File: src/rtl/drm_stream_pkg.sv
// ---------------------------------------------------------------------------
// drm_stream_pkg
// Shared definitions for the DRM controller AXI4-Stream elastic buffer.
//   DEFAULT_DATA_WIDTH : stream width used by the DRM controller (32 bits)
//   DEFAULT_DEPTH      : default buffer depth in entries (16)
//   STATS_W            : width of the optional frame counter
//   drm_axis_word_t    : one stored stream beat, {last, data}
//   addr_w()           : pointer width for a given depth
// ---------------------------------------------------------------------------
package drm_stream_pkg;

  localparam int DEFAULT_DATA_WIDTH = 32;
  localparam int DEFAULT_DEPTH      = 16;
  localparam int STATS_W            = 32;

  typedef struct packed {
    logic                          last;
    logic [DEFAULT_DATA_WIDTH-1:0] data;
  } drm_axis_word_t;

  // Pointer width; the depth is a power of two, so pointers wrap for free.
  function automatic int addr_w(input int depth);
    return $clog2(depth);
  endfunction

endpackage

File: src/rtl/drm_stream_fifo_mem.sv
// ---------------------------------------------------------------------------
// drm_stream_fifo_mem
// Simple dual-port storage array for the stream buffer: one synchronous
// write port and one asynchronous read port, so it maps onto distributed
// RAM. No reset: contents are only meaningful behind the top-level count.
// Ports:
//   clk    in   write clock
//   we     in   write enable
//   waddr  in   write address
//   wdata  in   write data
//   raddr  in   read address
//   rdata  out  read data (combinational from raddr)
// ---------------------------------------------------------------------------
module drm_stream_fifo_mem #(
  parameter int WIDTH  = 33,
  parameter int DEPTH  = 16,
  parameter int ADDR_W = 4
) (
  input  logic              clk,
  input  logic              we,
  input  logic [ADDR_W-1:0] waddr,
  input  logic [WIDTH-1:0]  wdata,
  input  logic [ADDR_W-1:0] raddr,
  output logic [WIDTH-1:0]  rdata
);

  logic [WIDTH-1:0] mem [DEPTH];

  always_ff @(posedge clk) begin
    if (we) begin
      mem[waddr] <= wdata;
    end
  end

  assign rdata = mem[raddr];

endmodule

File: src/rtl/drm_stream_fifo.sv
// ---------------------------------------------------------------------------
// drm_stream_fifo
// AXI4-Stream elastic buffer placed on a DRM controller stream. Single clock,
// first-word-fall-through, registered tready/tvalid, no s->m bypass and no
// same-cycle pass-through when full. Order of {tlast, tdata} is preserved.
// Ports:
//   ap_clk, ap_rst_n                  clock, asynchronous active-low reset
//   s_axis_tvalid/tready/tdata/tlast  upstream stream slave
//   m_axis_tvalid/tready/tdata/tlast  downstream stream master
//   level                             current occupancy, 0..C_DEPTH
// Optional (macro DRM_STREAM_FIFO_STATS_EN):
//   stats_clear     in   synchronous clear of the statistics
//   frame_count     out  popped words with tlast = 1, saturating
//   high_watermark  out  largest occupancy seen since reset/clear
// ---------------------------------------------------------------------------
module drm_stream_fifo
  import drm_stream_pkg::*;
#(
  parameter int C_DATA_WIDTH = DEFAULT_DATA_WIDTH,
  parameter int C_DEPTH      = DEFAULT_DEPTH
) (
  input  logic                      ap_clk,
  input  logic                      ap_rst_n,
  input  logic                      s_axis_tvalid,
  output logic                      s_axis_tready,
  input  logic [C_DATA_WIDTH-1:0]   s_axis_tdata,
  input  logic                      s_axis_tlast,
  output logic                      m_axis_tvalid,
  input  logic                      m_axis_tready,
  output logic [C_DATA_WIDTH-1:0]   m_axis_tdata,
  output logic                      m_axis_tlast,
  output logic [$clog2(C_DEPTH):0]  level
`ifdef DRM_STREAM_FIFO_STATS_EN
  ,
  input  logic                      stats_clear,
  output logic [STATS_W-1:0]        frame_count,
  output logic [$clog2(C_DEPTH):0]  high_watermark
`endif
);

  localparam int ADDR_W = addr_w(C_DEPTH);
  localparam int CNT_W  = ADDR_W + 1;
  localparam logic [CNT_W-1:0] FULL_CNT = CNT_W'(C_DEPTH);

  // Non power-of-two depths would break the free pointer wrap.
  generate
    if ((C_DEPTH < 2) || ((C_DEPTH & (C_DEPTH - 1)) != 0)) begin : g_bad_depth
      $error("drm_stream_fifo: C_DEPTH must be a power of two >= 2");
    end
  endgenerate

  logic [ADDR_W-1:0]     wr_ptr;
  logic [ADDR_W-1:0]     rd_ptr;
  logic [CNT_W-1:0]      cnt;
  logic [CNT_W-1:0]      cnt_next;
  logic                  push;
  logic                  pop;
  logic [C_DATA_WIDTH:0] rd_word;

  assign push = s_axis_tvalid & s_axis_tready;
  assign pop  = m_axis_tvalid & m_axis_tready;

  always_comb begin
    cnt_next = cnt;
    if (push && !pop) begin
      cnt_next = cnt + 1'b1;
    end else if (pop && !push) begin
      cnt_next = cnt - 1'b1;
    end
  end

  // Flags are computed from the next count so they are registered yet exact;
  // this is why a pop while full only reopens tready on the following cycle.
  always_ff @(posedge ap_clk or negedge ap_rst_n) begin
    if (!ap_rst_n) begin
      wr_ptr        <= '0;
      rd_ptr        <= '0;
      cnt           <= '0;
      s_axis_tready <= 1'b0;
      m_axis_tvalid <= 1'b0;
    end else begin
      if (push) begin
        wr_ptr <= wr_ptr + 1'b1;
      end
      if (pop) begin
        rd_ptr <= rd_ptr + 1'b1;
      end
      cnt           <= cnt_next;
      s_axis_tready <= (cnt_next < FULL_CNT);
      m_axis_tvalid <= (cnt_next != '0);
    end
  end

  drm_stream_fifo_mem #(
    .WIDTH  (C_DATA_WIDTH + 1),
    .DEPTH  (C_DEPTH),
    .ADDR_W (ADDR_W)
  ) u_mem (
    .clk   (ap_clk),
    .we    (push),
    .waddr (wr_ptr),
    .wdata ({s_axis_tlast, s_axis_tdata}),
    .raddr (rd_ptr),
    .rdata (rd_word)
  );

  assign m_axis_tlast = rd_word[C_DATA_WIDTH];
  assign m_axis_tdata = rd_word[C_DATA_WIDTH-1:0];
  assign level        = cnt;

`ifdef DRM_STREAM_FIFO_STATS_EN
  logic [STATS_W-1:0] frame_cnt;
  logic [CNT_W-1:0]   hwm;

  // Clear has priority over any increment in the same cycle.
  always_ff @(posedge ap_clk or negedge ap_rst_n) begin
    if (!ap_rst_n) begin
      frame_cnt <= '0;
      hwm       <= '0;
    end else if (stats_clear) begin
      frame_cnt <= '0;
      hwm       <= '0;
    end else begin
      if (pop && m_axis_tlast && (frame_cnt != '1)) begin
        frame_cnt <= frame_cnt + 1'b1;
      end
      if (cnt > hwm) begin
        hwm <= cnt;
      end
    end
  end

  assign frame_count    = frame_cnt;
  assign high_watermark = hwm;
`endif

endmodule

File: config.mk
export PLATFORM = sky130hd
export DESIGN_NAME = drm_stream_fifo
export DESIGN_NICKNAME = d
export VERILOG_FILES = /design/src/rtl/drm_stream_pkg.sv /design/src/rtl/drm_stream_fifo_mem.sv /design/src/rtl/drm_stream_fifo.sv
export SDC_FILE = /design/constraint.sdc
export NUM_CORES = 1
export LEC_CHECK = 0
export CAP_MARGIN = 20
export CORE_MARGIN = 1.5
export CORE_UTILIZATION = 45
export CTS_CLUSTER_DIAMETER = 60
export DETAILED_ROUTE_END_ITERATION = 10
export GPL_ROUTABILITY_DRIVEN = 0
export GPL_TIMING_DRIVEN = 0
export PLACE_DENSITY = 0.64
export SETUP_SLACK_MARGIN = 0.4
export SYNTH_ARGS = -nofsm -noshare
export SYNTH_HDL_FRONTEND = slang
export SYNTH_SLANG_ARGS = --single-unit
File: constraint.sdc
create_clock -name ap_clk -period 3 [get_ports ap_clk]
set_clock_uncertainty 0.1 [all_clocks]
set_input_delay 0.75 -clock ap_clk [delete_from_list [all_inputs] [get_ports ap_clk]]
set_output_delay 0.75 -clock ap_clk [all_outputs]
set_load 0.05 [all_outputs]
Word level (Yosys, flattened, before mapping)
Memories as Yosys holds them, arrays and structs flattened. Cells that the tools add are included.

Bitwise gates (word level): 2. Add/subtract/negate cells: 4. Mux-type cells: 4. Reductions and logical operators: 5. Magnitude comparators: 1.

Operator list (number): $mux W5 (2); $add A4 B1 Y4 const B (2); $add A5 B1 Y5 const B (1); $lt A5 B5 Y1 const B (1); $reduce_bool A5 Y1 (1); $sub A5 B1 Y5 const B (1); $and A1 B1 Y1 (2); $logic_and A1 B1 Y1 (2); $logic_not A1 Y1 (2); $mux W1 (2).

Output and inout port bits: 40. Flip-flop bits (word level): 15. Memories: 1. Logic and storage cells: 22. Bits of input ports: 37. Bits in writable memories: 528.

Memory list: u_mem.mem (depth 16, bits a word 33, rd ports 1, clocked after memory_dff 0, wr ports 1, line drm_stream_fifo_mem.sv:27) `logic [WIDTH-1:0] mem [DEPTH];`.

Logic depth before layout (Yosys ltp)
Depth in word-level cells: 6. Depth in mapped cells: 7. Mapped depth without buffers: 7.

Cells and area by module
A second synthesis with hierarchy kept.

Cell total of the unflattened synthesis: 895. Area total of the unflattened synthesis: 20716.1 um^2.

By module, submodules not included: drm_stream_fifo_mem (seq. area each 15855.2 um^2, instances 1, area each 19970.4 um^2, cells an instance 831); drm_stream_fifo (seq. area each 375.4 um^2, instances 1, area each 745.7 um^2, cells an instance 64).

Least setup slack after synthesis
OpenSTA, ideal clock, no wires.

Path kind: flip-flop to output port. From: register rd_ptr[1]. To: output port m_axis_tdata[0]. Path buffers: 3. Data arrival time: 1981 ps. Cell stages (with the launch flop): 6. Slack: 169 ps. Data required time: 2150 ps. Cell sequence: dfrtp_1 -> buf_2 -> buf_2 -> clkbuf_1 -> mux4_2 -> mux4_2.

Cells in the longest elaborated chain, start to end: 1.

RTL lines: start, declared (line drm_stream_fifo.sv:53) `logic [ADDR_W-1:0] rd_ptr;`; start signal, assigned (line drm_stream_fifo.sv:86) `rd_ptr <= rd_ptr + 1'b1;`; $mem_v2 Z16 W33; end, declared (line drm_stream_fifo.sv:30) `output logic [C_DATA_WIDTH-1:0] m_axis_tdata,`.

No other way between the ends.

Final worst setup path
From: register rd_ptr[0]. To: output port m_axis_tdata[10].

Same word-level chain as after synthesis.

==> results_tabular.tex <==
\begin{tabular}{lr}
\hline
Metric & Value \\
\hline
\multicolumn{2}{l}{\textbf{Outcome}} \\
\quad Outcome & finished with violations \\
\quad Violated checks & setup timing \\
\multicolumn{2}{l}{\textbf{Drt}} \\
\quad Remaining number of nets flagged by the antenna check after routing & 0 \\
\quad First-pass detailed-route iteration total & 4 \\
\quad Post-Route WL & 44320 microns \\
\quad Routed via count & 9333 \\
\quad Number of design rule violations left after detail routing & 0 \\
\quad DR iter-0 viols & 812 \\
\quad Final routed wire length divided by cell count & 27.29 microns \\
\quad Per-cell via count in the routed design & 5.747 \\
\multicolumn{2}{l}{\textbf{GRT}} \\
\quad GR Util All Layers & 19.02\% \\
\quad Vias in the first global route & 9795 \\
\quad Aggregate global routing overflow & 0 \\
\quad Global-route wire length before repair & 63980 microns \\
\quad Antenna violations before repair & 1 \\
\quad Pin count of the biggest net entering global routing & 26 \\
\multicolumn{2}{l}{\textbf{Yosys}} \\
\quad Combined area of all synthesized cells & 20660 sq um \\
\quad Portion of netlist area occupied by mux cells & 17.99\% \\
\quad Fraction of the mapped netlist area in compound gates & 0.2241\% \\
\quad Simple-Gate Fraction of Synth Area & 1.139\% \\
\quad Count of distinct cell types in the synthesized netlist & 30 \\
\quad Synthesized-area fraction occupied by adder cells & 0.4240\% \\
\quad Dominant combinational cell family by area after synthesis & multiplexers \\
\quad FF+latch count, synth & 543 \\
\quad Instance count of the mapped netlist & 819 \\
\quad Net count of the mapped netlist & 863 \\
\quad Synthesis warning total & 0 \\
\quad Average instance area after synthesis & 25.22 sq um \\
\quad Area share of xor/xnor cells in the synthesized design & 0.4664\% \\
\quad Register area share after synthesis & 78.57\% \\
\multicolumn{2}{l}{\textbf{Layout}} \\
\quad Final Instance Area & 24810 sq um \\
\quad Number of nets in the finished design & 1025 \\
\quad Antenna Cells & 0 \\
\quad Layout overhead on the synthesized area & 20.09\% \\
\quad Commonest cells after routing, fill and taps aside & 528 x edfxtp\_1, 165 x mux4\_2, 65 x clkbuf\_16, 39 x buf\_6, 36 x clkdlybuf4s50\_1 \\
\quad Share of post-route cells with drive strength above 1 & 34.77\% \\
\quad Leading cell type in the layout, fill and taps excluded & edfxtp\_1 \\
\multicolumn{2}{l}{\textbf{Die}} \\
\quad I/O Pins & 77 \\
\quad Chip Height & 217.3 microns \\
\quad Core region area & 45380 sq um \\
\quad Initial core utilization & 45.52\% \\
\quad Die extent in x & 217.3 microns \\
\quad Total Die Area & 47200 sq um \\
\quad Number of placement rows & 78 \\
\multicolumn{2}{l}{\textbf{STA}} \\
\quad Min Tclk post-route & 3656 ps \\
\quad Number of failing hold endpoints at the final stage & 0 \\
\quad Setup slack after layout & -656.2 ps \\
\quad Highest attainable clock frequency & 273.5 MHz \\
\quad Number of failing setup endpoints in the final timing report & 33 \\
\quad Unrepaired setup endpoints after global routing & yes \\
\quad Relative slew margins & 51.75\% \\
\quad Crit share post-route & 121.9\% \\
\quad Actual slew at the worst max-slew pin & 721.5 ps \\
\quad Final Max Slew Viols & 0 \\
\multicolumn{2}{l}{\textbf{Power and ir drop}} \\
\quad VDD IR-drop max & 757.2 uV \\
\quad PD cells & 1026 nW/um\^{}2 \\
\quad Static power due to leakage & 7.965 nW \\
\quad PnR Total Power & 25.44 mW \\
\multicolumn{2}{l}{\textbf{Clock tree}} \\
\quad Number of buffers inserted during clock tree synthesis & 56 \\
\quad TritonCTS Sinks & 543 \\
\quad TritonCTS clock tree & done \\
\quad Clk root buf & clkbuf\_16 \\
\quad \# H-tree levels & 2 \\
\quad Clock insertion delay at the later pin of the skew report & 590 ps \\
\quad Clk slew on worst S/H paths & 60 ps \\
\quad CTS Buffer Depth & 3 \\
\multicolumn{2}{l}{\textbf{Critical path}} \\
\quad Kind of critical path & flip-flop to primary output \\
\quad Arrival time reported for the critical path endpoint & 2810 ps \\
\quad Critical path buffer and inverter count & 4 \\
\quad Crit start category & flip-flop \\
\quad Delay of the slowest cell on the worst path & 540 ps \\
\quad Worst-path cell chain & buf\_12, buf\_16, buf\_16, mux4\_2, mux4\_2, buf\_6 \\
\quad Critical path peak fanout & 6 \\
\quad Largest delay share family, worst path & multiplexers \\
\quad Data required time at the worst endpoint & 2150 ps \\
\quad Crit-path slowest cell & mux4\_2 \\
\quad Crit path capture type & primary output \\
\multicolumn{2}{l}{\textbf{Min path}} \\
\quad Path type of the worst min-delay path & flip-flop to flip-flop \\
\multicolumn{2}{l}{\textbf{Placement}} \\
\quad Port bufs & 76 \\
\quad Placed instance area & 22610 sq um \\
\quad Detailed-placement wirelength estimate & 25500 microns \\
\multicolumn{2}{l}{\textbf{Flow run}} \\
\quad Number of max-cap violations & 0 \\
\hline
\end{tabular}
[Yosys cell counts]
| cell | number | area (sq um) |
|---|---|---|
| mux4_2 | 165 | 3716 |
| o21ai_0 | 1 | 5.000 |
| buf_6 | 8 | 90.09 |
| nor3b_1 | 1 | 7.510 |
| nand4_1 | 1 | 6.260 |
| clkbuf_1 | 16 | 60.06 |
| nor3_1 | 2 | 10.01 |
| nor2b_1 | 1 | 6.260 |
| a22o_1 | 1 | 8.760 |
| nand2b_1 | 1 | 6.260 |
| a41oi_1 | 1 | 8.760 |
| and2_1 | 14 | 87.58 |
| edfxtp_1 | 528 | 15860 |
| ha_1 | 7 | 87.58 |
| nand3_1 | 1 | 5.000 |
| nand2_1 | 10 | 37.54 |
| nand3b_1 | 1 | 7.510 |
| nor2_1 | 2 | 7.510 |
| and3_1 | 6 | 37.54 |
| inv_1 | 5 | 18.77 |
| a22oi_1 | 1 | 7.510 |
| buf_2 | 13 | 65.06 |
| xor2_1 | 2 | 17.52 |
| xnor2_1 | 9 | 78.83 |
| nor4_1 | 1 | 6.260 |
| a211o_1 | 1 | 8.760 |
| dfrtp_1 | 15 | 375.4 |
| or4b_1 | 1 | 10.01 |
| buf_1 | 3 | 11.26 |
| o211ai_1 | 1 | 7.510 |
[where the power goes]
| group | internal (mW) | switching [mW] | leakage, nW |
|---|---|---|---|
| Combinational | 4.28 | 5.17 | 2.15 |
| Sequential | 8.96 | 0.200 | 4.93 |
| Clock | 4.04 | 2.80 | 0.882 |
[final timing paths]
check	slack, ps	cells after the start	start	endpoint
max in group asynchronous	1820	1	ap_rst_n	rd_ptr[0]
worst max-delay path	-660	6	rd_ptr[0]	m_axis_tdata[10]
worst max register to register	870	4	s_axis_tready	u_mem.mem[10][18]
min in group asynchronous	480	1	ap_rst_n	level[1]
worst min-delay path	400	1	level[4]	s_axis_tready
worst min register to register	400	1	level[4]	s_axis_tready
[state kept, by name, indices dropped and copies added (netlist names)]
name,cells
level,5
u_mem.mem,528
m_axis_tvalid,1
wr_ptr,4
rd_ptr,4
s_axis_tready,1
[per-stage QoR]
| step | TNS [ps] | hold slack, ps | setup WS [ps] | cells | util (%) |
|---|---|---|---|---|---|
| 5_1_grt | -21690 | 422.6 | -690.9 | 1624 | 54.67 |
| 2_1_floorplan | 0 | 354.4 | 262.2 | 819 | - |
| 3_3_place_gp | -539810 | 394.6 | -1039 | 1495 | 49.04 |
| 3_5_place_dp | -32860 | 399.9 | -918.2 | 1512 | 49.82 |
| 6_report | -19690 | 396.6 | -656.2 | 1624 | 54.67 |
| 4_1_cts | -20150 | 402.6 | -662.6 | 1616 | 54.02 |
[per-layer routing]
layer	up-vias	wire (microns)	track usage [%]
met5	-	13	0
met4	2	696	4.815
met3	58	2746	3.606
met2	322	21570	30.68
met1	5072	19300	26.99
li1	3879	-	-
[repair_timing]
| item | CTS | global route |
|---|---|---|
| endpoints found under the hold margin | 0 | 0 |
| gates resized for setup | 254 | 31 |
| gates cloned | 0 | 8 |
| hold buffers | 0 | 0 |
| setup buffers | 3 | 0 |
| endpoints found under the setup margin | 40 | 33 |
[cell families after synthesis]
kind of cell | count (synthesis)
buffers and inverters | 45
AO/OA/AOI/OAI | 6
AND/OR/NAND/NOR | 42
adder cells (fa/ha/maj) | 7
flip-flops | 543
multiplexers | 165
XOR/XNOR | 11
[final cells by class]
cell class	count	area [sq um]
Buffer	40	457.9
Clock buffer	72	1504
Clock inverter	29	305.3
Fill cell	3419	20570
Inverter	5	18.77
Multi-Input combinational cell	231	4202
Sequential cell	543	16230
Tap cell	600	750.7
Timing Repair Buffer	104	1338
[worst register-to-register path, delay by kind of cell (launching register included)]
family        cells  cell delay [ps]
buf+inv           1              280
simple gates      3             1040
flops             1              380
Power figures use the tool's default switching activity.
